$ cat src/rtl/demux_pkg.sv
// Shared constants and types for the 1-to-4 stream demultiplexer.
package demux_pkg;

  localparam int unsigned NUM_CH = 4;
  localparam int unsigned SEL_W  = 2;
  localparam int unsigned CNT_W  = 8;

  typedef logic [SEL_W-1:0] ch_sel_t;

endpackage

$ cat src/rtl/demux_slot.sv
// One-entry output slot: a load always wins over a take, which gives
// bubble-free pass-through when a slot is filled and drained in the same cycle.
module demux_slot #(
  parameter int unsigned WIDTH = 8
) (
  input  logic             clk,
  input  logic             rst_n,
  input  logic             load,
  input  logic [WIDTH-1:0] d,
  input  logic             take,
  output logic             valid,
  output logic [WIDTH-1:0] q
);

  logic             valid_q, valid_d;
  logic [WIDTH-1:0] q_q, q_d;

  always_comb begin
    valid_d = valid_q;
    q_d     = q_q;
    if (load) begin
      valid_d = 1'b1;
      q_d     = d;
    end else if (take) begin
      valid_d = 1'b0;
    end
  end

  always_ff @(posedge clk) begin
    if (!rst_n) begin
      valid_q <= 1'b0;
      q_q     <= '0;
    end else begin
      valid_q <= valid_d;
      q_q     <= q_d;
    end
  end

  assign valid = valid_q;
  assign q     = q_q;

endmodule

$ cat src/rtl/demux4_stream.sv
// Registered 1-to-4 valid/ready demultiplexer with independent per-channel slots.
// Define DEMUX_CNT_EN to add the per-channel delivered-word counters cnt0..cnt3.
module demux4_stream
  import demux_pkg::*;
#(
  parameter int unsigned WIDTH = 8
) (
  input  logic              clk,
  input  logic              rst_n,
  input  logic              in_valid,
  output logic              in_ready,
  input  logic [WIDTH-1:0]  in_data,
  input  ch_sel_t           sel,
  output logic [NUM_CH-1:0] out_valid,
  input  logic [NUM_CH-1:0] out_ready,
  output logic [WIDTH-1:0]  data0,
  output logic [WIDTH-1:0]  data1,
  output logic [WIDTH-1:0]  data2,
  output logic [WIDTH-1:0]  data3
`ifdef DEMUX_CNT_EN
  ,
  output logic [CNT_W-1:0]  cnt0,
  output logic [CNT_W-1:0]  cnt1,
  output logic [CNT_W-1:0]  cnt2,
  output logic [CNT_W-1:0]  cnt3
`endif
);

  logic [WIDTH-1:0]  slot_q [NUM_CH];
  logic [NUM_CH-1:0] load;
  logic [NUM_CH-1:0] take;

  // Only the addressed channel can stall the producer.
  assign in_ready = !out_valid[sel] || out_ready[sel];

  always_comb begin
    load = '0;
    for (int i = 0; i < NUM_CH; i++) begin
      load[i] = in_valid && in_ready && (sel == ch_sel_t'(i));
    end
  end

  assign take = out_valid & out_ready;

  for (genvar g = 0; g < NUM_CH; g++) begin : g_slot
    demux_slot #(
      .WIDTH(WIDTH)
    ) u_slot (
      .clk  (clk),
      .rst_n(rst_n),
      .load (load[g]),
      .d    (in_data),
      .take (take[g]),
      .valid(out_valid[g]),
      .q    (slot_q[g])
    );
  end

  assign data0 = slot_q[0];
  assign data1 = slot_q[1];
  assign data2 = slot_q[2];
  assign data3 = slot_q[3];

`ifdef DEMUX_CNT_EN
  logic [CNT_W-1:0] cnt_q [NUM_CH];
  logic [CNT_W-1:0] cnt_d [NUM_CH];

  // Free-running wrap from 255 to 0.
  always_comb begin
    for (int i = 0; i < NUM_CH; i++) begin
      cnt_d[i] = cnt_q[i] + CNT_W'(take[i]);
    end
  end

  always_ff @(posedge clk) begin
    if (!rst_n) begin
      for (int i = 0; i < NUM_CH; i++) begin
        cnt_q[i] <= '0;
      end
    end else begin
      for (int i = 0; i < NUM_CH; i++) begin
        cnt_q[i] <= cnt_d[i];
      end
    end
  end

  assign cnt0 = cnt_q[0];
  assign cnt1 = cnt_q[1];
  assign cnt2 = cnt_q[2];
  assign cnt3 = cnt_q[3];
`endif

endmodule
$ cat config.mk
export PLATFORM = sky130hd
export DESIGN_NAME = demux4_stream
export DESIGN_NICKNAME = d
export VERILOG_FILES = /design/src/rtl/demux_pkg.sv /design/src/rtl/demux_slot.sv /design/src/rtl/demux4_stream.sv
export SDC_FILE = /design/constraint.sdc
export NUM_CORES = 1
export LEC_CHECK = 0
export CAP_MARGIN = 20
export CORE_MARGIN = 2
export CORE_UTILIZATION = 42
export DETAILED_ROUTE_END_ITERATION = 6
export PLACE_DENSITY = 0.82
export SETUP_SLACK_MARGIN = 0.5
export SLEW_MARGIN = 5
export SYNTH_ARGS = -nofsm -noshare
export SYNTH_HDL_FRONTEND = slang
export SYNTH_SLANG_ARGS = --single-unit
$ cat constraint.sdc
create_clock -name clk -period 1.8 [get_ports clk]
set_input_delay 0.36 -clock clk [delete_from_list [all_inputs] [get_ports clk]]
set_output_delay 0.36 -clock clk [all_outputs]
set_load 0.005 [all_outputs]
Word level (Yosys, flattened, before mapping)

Index checks and enable logic that the tools add are counted.

Output and inout bits: 37
Bits in registers: 36
Word-level logic and storage cells: 37
Bits of input ports: 17

Reductions and logical operators: 12
Magnitude comparators: 1
Equal/unequal tests: 3
Bitwise gates (word level): 1
Multiplexer cells: 12

Operators by type and width:

| cell                                                                         | number |
|---|---|
| 1-bit 2-to-1 mux                                                             | 10 |
| 2-bit nonzero test                                                           | 4 |
| 1-bit logical AND                                                            | 5 |
| 4-bit bitwise AND                                                            | 1 |
| 1-bit binary-select mux with 2-bit select                                    | 2 |
| 2-bit == test, second input constant                                         | 2 |
| 2-bit by 3-bit less-than comparator with 1-bit output, second input constant | 1 |
| 2-bit by 1-bit == test with 1-bit output, second input constant              | 1 |
| 2-bit zero test                                                              | 1 |
| 1-bit zero test                                                              | 1 |
| 1-bit logical OR                                                             | 1 |

Depth between registers and ports, before layout

Word-level depth: 7
Gate-level depth with buffers: 4
Depth with buffers taken out: 3

Modules after synthesis

From an unflattened synthesis, not the netlist that was laid out.

Cells, all modules: 125
Area total of the unflattened synthesis: 1470.2 um^2

By module, submodules not included:

| module        | area an instance (um^2) | cells each | seq. area each (um^2) | times used |
|---|---|---|---|---|
| demux_slot    | 335.3                   | 28         | 180.2                 | 4 |
| demux4_stream | 128.9                   | 13         | 0.0                   | 1 |

Least setup slack after synthesis

No wires, ideal clock.

Path type: input -> output
Start point: input port out_ready[3]
End point: output port in_ready
Setup slack: 0.473 ns
Arrival: 0.967 ns
Cell stages on the path: 2
Path buffers: 0
Required time: 1.440 ns
Cells stage by stage: nand2b_1 -> mux4_2

Cells in the longest elaborated chain, start to end: 3

RTL lines:

| what                                      | RTL line            | source |
|---|---|---|
| start, declared                           | demux4_stream.sv:15 | `input logic [NUM_CH-1:0] out_ready,` |
| 1-bit binary-select mux with 2-bit select | demux4_stream.sv:34 | `assign in_ready = !out_valid[sel] \|\| out_ready[sel];` |
| 1-bit 2-to-1 mux (not written as such)    | demux4_stream.sv:34 |  |
| 1-bit logical OR                          | demux4_stream.sv:34 |  |
| end, declared                             | demux4_stream.sv:11 | `output logic in_ready,` |

Every way passes these cells. The select of a mux whose other input is x is not followed.

Worst setup path after layout

Start point: register g_slot[1].u_slot.valid_q
End point: output port in_ready

Cells in the longest elaborated chain, start to end: 4

RTL lines:

| what                                      | RTL line            | source |
|---|---|---|
| start, declared                           | demux_slot.sv:15    | `logic valid_q, valid_d;` |
| start signal, assigned                    | demux_slot.sv:34    | `valid_q <= valid_d;` |
| 1-bit binary-select mux with 2-bit select | demux4_stream.sv:34 |  |
| 1-bit 2-to-1 mux (not written as such)    | demux4_stream.sv:34 |  |
| 1-bit zero test                           | demux4_stream.sv:34 |  |
| 1-bit logical OR                          | demux4_stream.sv:34 |  |

Every way passes these cells. The select of a mux whose other input is x is not followed.

==> summary.txt <==
Yosys
  • Number of synthesized flops with an enable pin: 0
  • Sequential share of the synthesized area: 0.507
  • FF+latch count, synth: 36
  • Post-synth top flop: dfxtp_1
  • Dominant cell type by area after synthesis: dfxtp_1
  • Top-count cell post-synth: nand2_1
  • Netlist cell types: 17
  • Syn Area/Cell: 10.2 sq um
  • Syn Nets: 156
  • Area contributors post-synth: dfxtp_1, mux2i_1, nand2_1
  • Cells after Synth: 139
  • Async set-reset flop share out of synthesis: 0
  • Mapped Area: 0.00142 sq mm
  • Yosys top cell area share: 0.507
  • Commonest cells post-synth: nand2_1, dfxtp_1, mux2i_1
  • Synthesis warning total: 0

Floorplanning
  • Die area: around 0.0039 sq mm
  • Io pins: 54
  • Die W: 62.2 um
  • Core Box Area: ~0.0033 sq mm
  • Die Ht: slightly above 60 um
  • Initial Util: 0.432
  • Row Count: 21

Clocking
  • Inserted Clock Buffers: 5
  • CTS Buffer Depth: 2
  • Worst-Skew Late Latency: approximately 0.33 ns
  • TritonCTS clock tree: yes
  • H-tree levels: 2
  • Num Clock Sinks: 36
  • Clock transition at path regs: 0.10 ns
  • Hold Buf Count CTS: 0
  • Root buffer cell: clkbuf_4

Critical path
  • Critical setup path kind: flip-flop to primary output
  • Worst Path Buf+Inv: 1
  • Crit path max-delay family: multiplexers
  • Crit path DAT: 1.33 ns
  • Slowest cell on the critical path: mux4_2
  • Worst-path cell chain: nand2b_4, mux4_2, buf_2
  • Reg2Reg Depth: 6
  • Worst path max stage delay: 0.44 ns
  • Worst setup SP type: flip-flop
  • WP data required: roughly 1.4 ns
  • CP Capture Type: primary output
  • Cell depth of the worst setup path: 3
  • Critical path fanouts, max: 2

GRT
  • Vias in the first global route: 1,243
  • Largest net degree at the start of global routing: 45
  • Remaining global-route overflow: 0
  • Total GRT Usage: 0.187
  • Global-route wire length before repair: 5660 um
  • Antenna violations before repair: 0

STA
  • Final period utilization: 0.939
  • RSZ-0062 raised after global routing: yes
  • Max-slew violation count: 0
  • Fmax: 0.592 GHz
  • Final setup fails: 0
  • Final setup margin: 0.110 ns
  • Slew HR: 0.815
  • Hold_ws: 0.399 ns
  • Final Hold Fails: 0
  • Worst-margin pin slew: between 0.2 and 0.3 ns
  • Setup_tns: 0 ns
  • Clk_skew: 0.00728 ns
  • Clock period minus worst slack: roughly 1.7 ns

Drt
  • Total wire length: about 3400 um
  • Antenna-violating nets left: 0
  • Via count: 1,180
  • Vias per cell: about 4.7
  • Drt first-iter violations: 37
  • Drc violations: 0
  • Drt first pass iters: 3
  • Per-cell routed wire length: 13.7 um

Power and ir drop
  • Static Leak: 0.946 nW
  • Final total power: 1.49 mW
  • Maximum VDD drop: between 0.0004 and 0.0005 V
  • Pwr/cell area: roughly 670 mW/mm^2

Run
  • Maxcap violations: 0

Min path
  • Hold WC Path Type: primary input to flip-flop
  • Worst hold path stage count: 3

Layout
  • Nets@finish: between 200 and 250
  • ANT cells: 0
  • Share of cells above drive strength 1: 0.341
  • P&R area growth vs syn: 56.2%
  • Fin cells: 251

Place
  • Gp weighted congestion: 0.700
  • DP Worst Slack: -0.397 ns
  • I/O Buffers: 53
  • # placed instances: between 200 and 250
  • Hpwl dp: 2410 um

Status
  • Status: complete, no violations
==> report_power, final <==
group | internal (mW) | total (mW) | switching (mW)
Combinational | 0.117 | 0.202 | 0.0844
Clock | 0.191 | 0.446 | 0.255
Sequential | 0.829 | 0.845 | 0.0157
Total | 1.14 | 1.49 | 0.355
==> cell usage in the layout (no fill, tap or decap), types with 2 or more instances in the layout <==
cell	n
a21boi_0	3
buf_12	2
buf_2	2
buf_4	13
buf_6	3
clkbuf_4	5
clkdlybuf4s15_1	32
clkdlybuf4s50_1	9
dfxtp_1	2
dfxtp_2	34
dlygate4sd2_1	9
mux2i_1	32
nand2_1	42
nand2b_4	3
==> path summary, 6_finish.rpt <==
check                          from                endpoint  slack, ns
max          g_slot[1].u_slot.valid                in_ready       0.11
min                        in_valid  g_slot[3].u_slot.valid       0.40
max reg2reg  g_slot[1].u_slot.valid   g_slot[1].u_slot.q[6]       0.54
min reg2reg   g_slot[0].u_slot.q[6]   g_slot[0].u_slot.q[6]       0.46
==> layout make-up <==
cell class	instances	area (sq um)
clock buffer	7	55.1
clock inverter	1	7.51
fill	264	1070
multi-input combinational	90	652
timing repair buffer	71	683
sequential	36	763
tap	46	57.6
==> stage by stage <==
step | area [sq um] | util
after floorplan | 1440 | -
after global placement | 2030 | 0.619
after detailed placement | 2030 | 0.619
after CTS | 2130 | 0.648
after global routing | 2220 | 0.675
final | 2220 | 0.675
==> worst min-delay path, stage by stage <==
cell,delay [ns]
dlymetal6s2s_1,0.15
nand3_2,0.09
a21boi_0,0.08
==> flip-flops by register name (all words and copies together), names as in the netlist <==
signal / count
g_slot.u_slot.q: 32
g_slot.u_slot.valid: 4
==> metal layers <==
metal / vias up / wire length [um] / global-route usage
li1: 584 / - / -
met1: 563 / 1430 / 0.207
met2: 29 / 1860 / 0.346
met3: 4 / 99 / 0.0453
met4: 0 / 37 / 0.0667
met5: - / 0 / 0
==> kinds of logic (layout without fill, tap and decap cells) <==
| logic type | after synthesis | after routing | share of synthesized area |
|---|---|---|---|
| muxes | 33 | 33 | 0.241 |
| buffers and inverters | 13 | 79 | 0.0661 |
| and+or+nand+nor | 53 | 53 | 0.164 |
| DFF | 36 | 36 | 0.507 |
| AOI/OAI and AO/OA | 4 | 4 | 0.0211 |
==> what timing repair did <==
item                       4_1_cts  5_1_grt
buffers inserted                 6        2
pin swaps                        1        1
cloned                           0        1
setup endpoints to repair       62       54
resized for setup               82       43
hold endpoints to repair         0        0
Power figures use the tool's default switching activity.
